### src/rtl/result_capture.sv
// Capture buffer behind the rank-order filter: drops the pipeline-fill samples, stores the next
// DEPTH results, and exposes a button-stepped read port for the seven-segment display.
module result_capture #(
  parameter int DATA_BITS = 8,
  parameter int DEPTH     = 256,
  parameter int ADDR_BITS = $clog2(DEPTH),
  parameter int SKIP      = 2
) (
  input  logic                 clk,
  input  logic                 rst,
  input  logic                 in_valid,
  input  logic [DATA_BITS-1:0] in_data,
  input  logic                 step_up,
  input  logic                 step_down,
  output logic [ADDR_BITS-1:0] rd_addr,
  output logic [DATA_BITS-1:0] rd_data,
  output logic [ADDR_BITS:0]   count,
  output logic                 full,
  output logic                 overflow
);

  localparam int                   SKIP_BITS = (SKIP < 1) ? 1 : $clog2(SKIP + 1);
  localparam logic [ADDR_BITS:0]   DEPTH_C   = (ADDR_BITS + 1)'(DEPTH);
  localparam logic [ADDR_BITS-1:0] LAST_C    = ADDR_BITS'(DEPTH - 1);
  localparam logic [SKIP_BITS-1:0] SKIP_C    = SKIP_BITS'(SKIP);

  typedef enum logic [1:0] {
    ST_SKIP,
    ST_CAPTURE,
    ST_FULL
  } state_t;

  localparam state_t RESET_STATE = (SKIP == 0) ? ST_CAPTURE : ST_SKIP;

  logic [DATA_BITS-1:0] mem [DEPTH];

  state_t               state_q, state_d;
  logic [SKIP_BITS-1:0] skip_cnt_q, skip_cnt_d;
  logic [ADDR_BITS-1:0] wr_ptr_q, wr_ptr_d;
  logic [ADDR_BITS:0]   count_q, count_d;
  logic                 full_q, full_d;
  logic                 overflow_q, overflow_d;
  logic [ADDR_BITS-1:0] rd_addr_q, rd_addr_d;
  logic [DATA_BITS-1:0] rd_data_q;
  logic                 step_up_q, step_down_q;
  logic                 mem_we;
  logic                 up_rise, down_rise;

  always_ff @(posedge clk) begin
    if (!rst) begin
      state_q     <= RESET_STATE;
      skip_cnt_q  <= '0;
      wr_ptr_q    <= '0;
      count_q     <= '0;
      full_q      <= 1'b0;
      overflow_q  <= 1'b0;
      rd_addr_q   <= '0;
      rd_data_q   <= '0;
      // Held buttons must not register as a fresh press once reset releases.
      step_up_q   <= 1'b1;
      step_down_q <= 1'b1;
    end else begin
      state_q     <= state_d;
      skip_cnt_q  <= skip_cnt_d;
      wr_ptr_q    <= wr_ptr_d;
      count_q     <= count_d;
      full_q      <= full_d;
      overflow_q  <= overflow_d;
      rd_addr_q   <= rd_addr_d;
      rd_data_q   <= ({1'b0, rd_addr_q} < count_q) ? mem[rd_addr_q] : '0;
      step_up_q   <= step_up;
      step_down_q <= step_down;
    end
  end

  // Memory is deliberately never cleared; stale contents are hidden by count.
  always_ff @(posedge clk) begin
    if (mem_we) begin
      mem[wr_ptr_q] <= in_data;
    end
  end

  always_comb begin
    state_d    = state_q;
    skip_cnt_d = skip_cnt_q;
    wr_ptr_d   = wr_ptr_q;
    count_d    = count_q;
    full_d     = full_q;
    overflow_d = overflow_q;
    rd_addr_d  = rd_addr_q;
    mem_we     = 1'b0;
    up_rise    = step_up & ~step_up_q;
    down_rise  = step_down & ~step_down_q;

    case (state_q)
      ST_SKIP: begin
        if (in_valid) begin
          skip_cnt_d = skip_cnt_q + SKIP_BITS'(1);
          if (skip_cnt_d == SKIP_C) begin
            state_d = ST_CAPTURE;
          end
        end
      end
      ST_CAPTURE: begin
        if (in_valid) begin
          mem_we   = 1'b1;
          wr_ptr_d = (wr_ptr_q == LAST_C) ? '0 : wr_ptr_q + ADDR_BITS'(1);
          count_d  = count_q + (ADDR_BITS + 1)'(1);
          if (count_d == DEPTH_C) begin
            state_d = ST_FULL;
            full_d  = 1'b1;
          end
        end
      end
      ST_FULL: begin
        if (in_valid) begin
          overflow_d = 1'b1;
        end
      end
      default: state_d = RESET_STATE;
    endcase

    if (up_rise && !down_rise) begin
      rd_addr_d = (rd_addr_q == LAST_C) ? '0 : rd_addr_q + ADDR_BITS'(1);
    end else if (down_rise && !up_rise) begin
      rd_addr_d = (rd_addr_q == '0) ? LAST_C : rd_addr_q - ADDR_BITS'(1);
    end
  end

  assign rd_addr  = rd_addr_q;
  assign rd_data  = rd_data_q;
  assign count    = count_q;
  assign full     = full_q;
  assign overflow = overflow_q;

endmodule

### config.mk
export PLATFORM = sky130hd
export DESIGN_NAME = result_capture
export DESIGN_NICKNAME = d
export VERILOG_FILES = /design/src/rtl/result_capture.sv
export SDC_FILE = /design/constraint.sdc
export NUM_CORES = 2
export LEC_CHECK = 0
export CORE_ASPECT_RATIO = 0.9
export CORE_MARGIN = 2
export CORE_UTILIZATION = 40
export CTS_CLUSTER_SIZE = 16
export DETAILED_ROUTE_END_ITERATION = 6
export GPL_TIMING_DRIVEN = 1
export PLACE_DENSITY = 0.55
export SYNTH_ARGS = -nofsm -noshare
export SYNTH_HDL_FRONTEND = slang
export SYNTH_SLANG_ARGS = --single-unit
### constraint.sdc
create_clock -name clk -period 3.7 [get_ports clk]
set_input_delay 1.11 -clock clk [delete_from_list [all_inputs] [get_ports clk]]
set_output_delay 1.11 -clock clk [all_outputs]
set_load 0.01 [all_outputs]
==> flow_metrics.tcl <==
set metrics [dict create \
    ir_worst_vdd_mv 0.396 \
    p_leak_nw 30.1 \
    ys_types 69 \
    initial_core_util 0.403 \
    hpwl_mm 154 \
    drive_gt1_frac 0.302 \
    grt_pass1_vias 42700 \
    cp-start-kind "register" \
    grt_start_max_net_pins 101 \
    dieWidth_um 481 \
    drcViolationCount 0 \
    worstSetupPathType "reg -> out" \
    antenna_found_initial 9 \
    synth_seq_cells 2089 \
    synth_ff_type "edfxtp_1" \
    p_per_area_nw_per_um2 533 \
    finClkSkew_ns 0.0485 \
    yosysSeqAreaShare 0.760 \
    portBuffers 39 \
    cts_root_buf "clkbuf_16" \
    core_area_sq_um 204000 \
    grt_setup_unrepaired "no" \
    postRouteAntennaNets 0 \
    routedWlPerCell_um 31.9 \
    syn_area_per_cell_sq_um 20.7 \
    period_share 0.976 \
    htree_levels 4 \
    worst_pin_slew_ns 1.06 \
    vias 42900 \
    fmax_mhz 277 \
    drtPass1Iterations 5 \
    cts_hold_buf 0 \
    ys_warn_count 0 \
    cp_max_fo 37 \
    hold_viol 0 \
    synth_area_sq_um 82000 \
    dieHeight_um 434 \
    status "finished clean" \
    p_total_mw 51.1 \
    fin_area_sq_um 95900 \
    grt_usage 0.227 \
    post-place-ws_ns 0.0381 \
    clkLatencyLatePin_ns 0.84 \
    die_area_sq_um 209000 \
    setup_viol 0 \
    final_common_cell "edfxtp_1" \
    cp.arrival_ns 2.50 \
    path_cells "buf_8 > clkdlybuf4s50_1" \
    grt_pass1_wl_mm 333 \
    gp_congestion 0.858 \
    seqPwrFrac 0.511 \
    setup_slack_ns 0.0891 \
    power.internal_mw 39.3 \
    clockPowerShare 0.400 \
    nFillCells 17100 \
    syn-num-nets 3984 \
    maxSlewHeadroom 0.294 \
    clk_pin_slew_ns 0.06 \
    maxCapViolCount 0 \
    wirelength_mm 236 \
    async_flop_share 0 \
    required_ns 2.59 \
    period_needed_ns 3.61 \
    synthCells 3953 \
    cts_max_path_buffers 3 \
    area_growth_pct 17.0 \
    swShare 0.230 \
    numCtsBuffers 206 \
    p_comb_frac 0.089 \
    ios 40 \
    report.final.slew_viol_count 0 \
    synth-edff-count 2048 \
    grt-ovfl-total 0 \
    drtIter0Drc 5649 \
    final_cells 7399 \
    clock_sinks 2089 \
    cp_slowest_stage_delay_ns 0.63 \
    slowest_stage "clkdlybuf4s50_1" \
    end_kind "primary output" \
    dp.cells 7017 \
    cts_tree "done" \
    power.net_switching_mw 11.7 \
    tns_ns 0 \
    nets 4557 \
    viasPerCell 5.80 \
    mostFrequentLayoutCells "edfxtp_1 (2,048), mux4_2 (518), buf_4 (509)" \
    row_count 157 \
    placed_cell_area_sq_um 89300 \
    worstHoldPathType "reg -> reg" \
]
==> area by class of cell <==
type	count	area, sq um	share of cell area
antenna	3	7.51	0.0000783
clock buffer	271	5530	0.0577
clock inverter	104	963	0.0100
inverter	25	98.8	0.00103
multi-input combinational	1597	18200	0.189
sequential	2089	62300	0.650
tap	2703	3380	0.0353
timing repair buffer	607	5410	0.0564
==> registers in the layout (all words and copies together) (netlist names) <==
name	count
mem	2048
count	9
rd_addr	8
rd_data	8
wr_ptr_q	8
skip_cnt_q	2
state_q	2
full	1
overflow	1
step_down_q	1
step_up_q	1
==> synth_stat cells, drive strengths merged (10+ instances only) <==
cell type,count,share of area
nand3,45,0.0027
and3,13,0.00099
a22oi,49,0.0045
nor2b,23,0.0018
o21ai,57,0.0035
buf,149,0.014
nand2,135,0.0062
edfxtp,2048,0.75
dfxtp,41,0.010
mux2i,118,0.014
and2,14,0.0011
a21oi,59,0.0036
o22ai,15,0.0011
clkbuf,93,0.0043
o211ai,10,0.00092
nand4,11,0.00084
mux4,518,0.14
ha,18,0.0027
nor2,311,0.014
xnor2,11,0.0012
inv,23,0.0011
a221oi,30,0.0034
a31oi,24,0.0018
==> metal layers <==
metal / track usage / vias to the layer above / wire length, um
met4: 0.0530 / 2 / 5590
met5: 0 / - / 7
met3: 0.0452 / 267 / 19500
li1: - / 17500 / -
met2: 0.348 / 1910 / 109000
met1: 0.335 / 23200 / 102000
==> through the flow <==
step	hold slack (ns)	util
floorplan	0.478	-
global placement	0.464	0.439
detailed placement	0.471	0.439
CTS	0.488	0.471
global route	0.510	0.471
finish	0.486	0.471
==> power by group through the flow <==
stage	Combinational, mW	Sequential [mW]	Clock (mW)
floorplan	2.36	26.6	0
global placement	4.51	26.6	0
detailed placement	4.52	26.6	0
CTS	4.56	26.1	20.8
global route	4.74	26.1	21.7
finish	4.55	26.1	20.4
==> worst max-delay path, delay by kind of cell (launching register included) <==
kind                   cells  cell delay (ns)
flip-flops                 1             0.57
buffers and inverters      2             1.00
==> final timing paths <==
check                           startpoint         end  slack [ns]  depth (start not counted)
worst max-delay path            rd_addr[2]  rd_addr[2]        0.09                          2
worst min-delay path              overflow    overflow        0.49                          2
worst max register to register  rd_addr[0]  rd_data[1]        0.25                         11
worst min register to register    overflow    overflow        0.49                          2
==> kinds of logic after synthesis <==
logic type | after synthesis | share of synthesized area
DFF | 2089 | 0.760
muxes | 640 | 0.157
and+or+nand+nor | 598 | 0.0313
AOI/OAI and AO/OA | 324 | 0.0273
buffers and inverters | 267 | 0.0195
adders and majority gates | 18 | 0.00275
xor gates and xnor gates | 17 | 0.00182
==> repair_timing <==
| item | 4_1_cts | 5_1_grt |
|---|---|---|
| gates resized for setup | 2 | 0 |
| endpoints found under the setup margin | 3 | 0 |
| setup buffers | 5 | 0 |
Power figures use the tool's default switching activity.
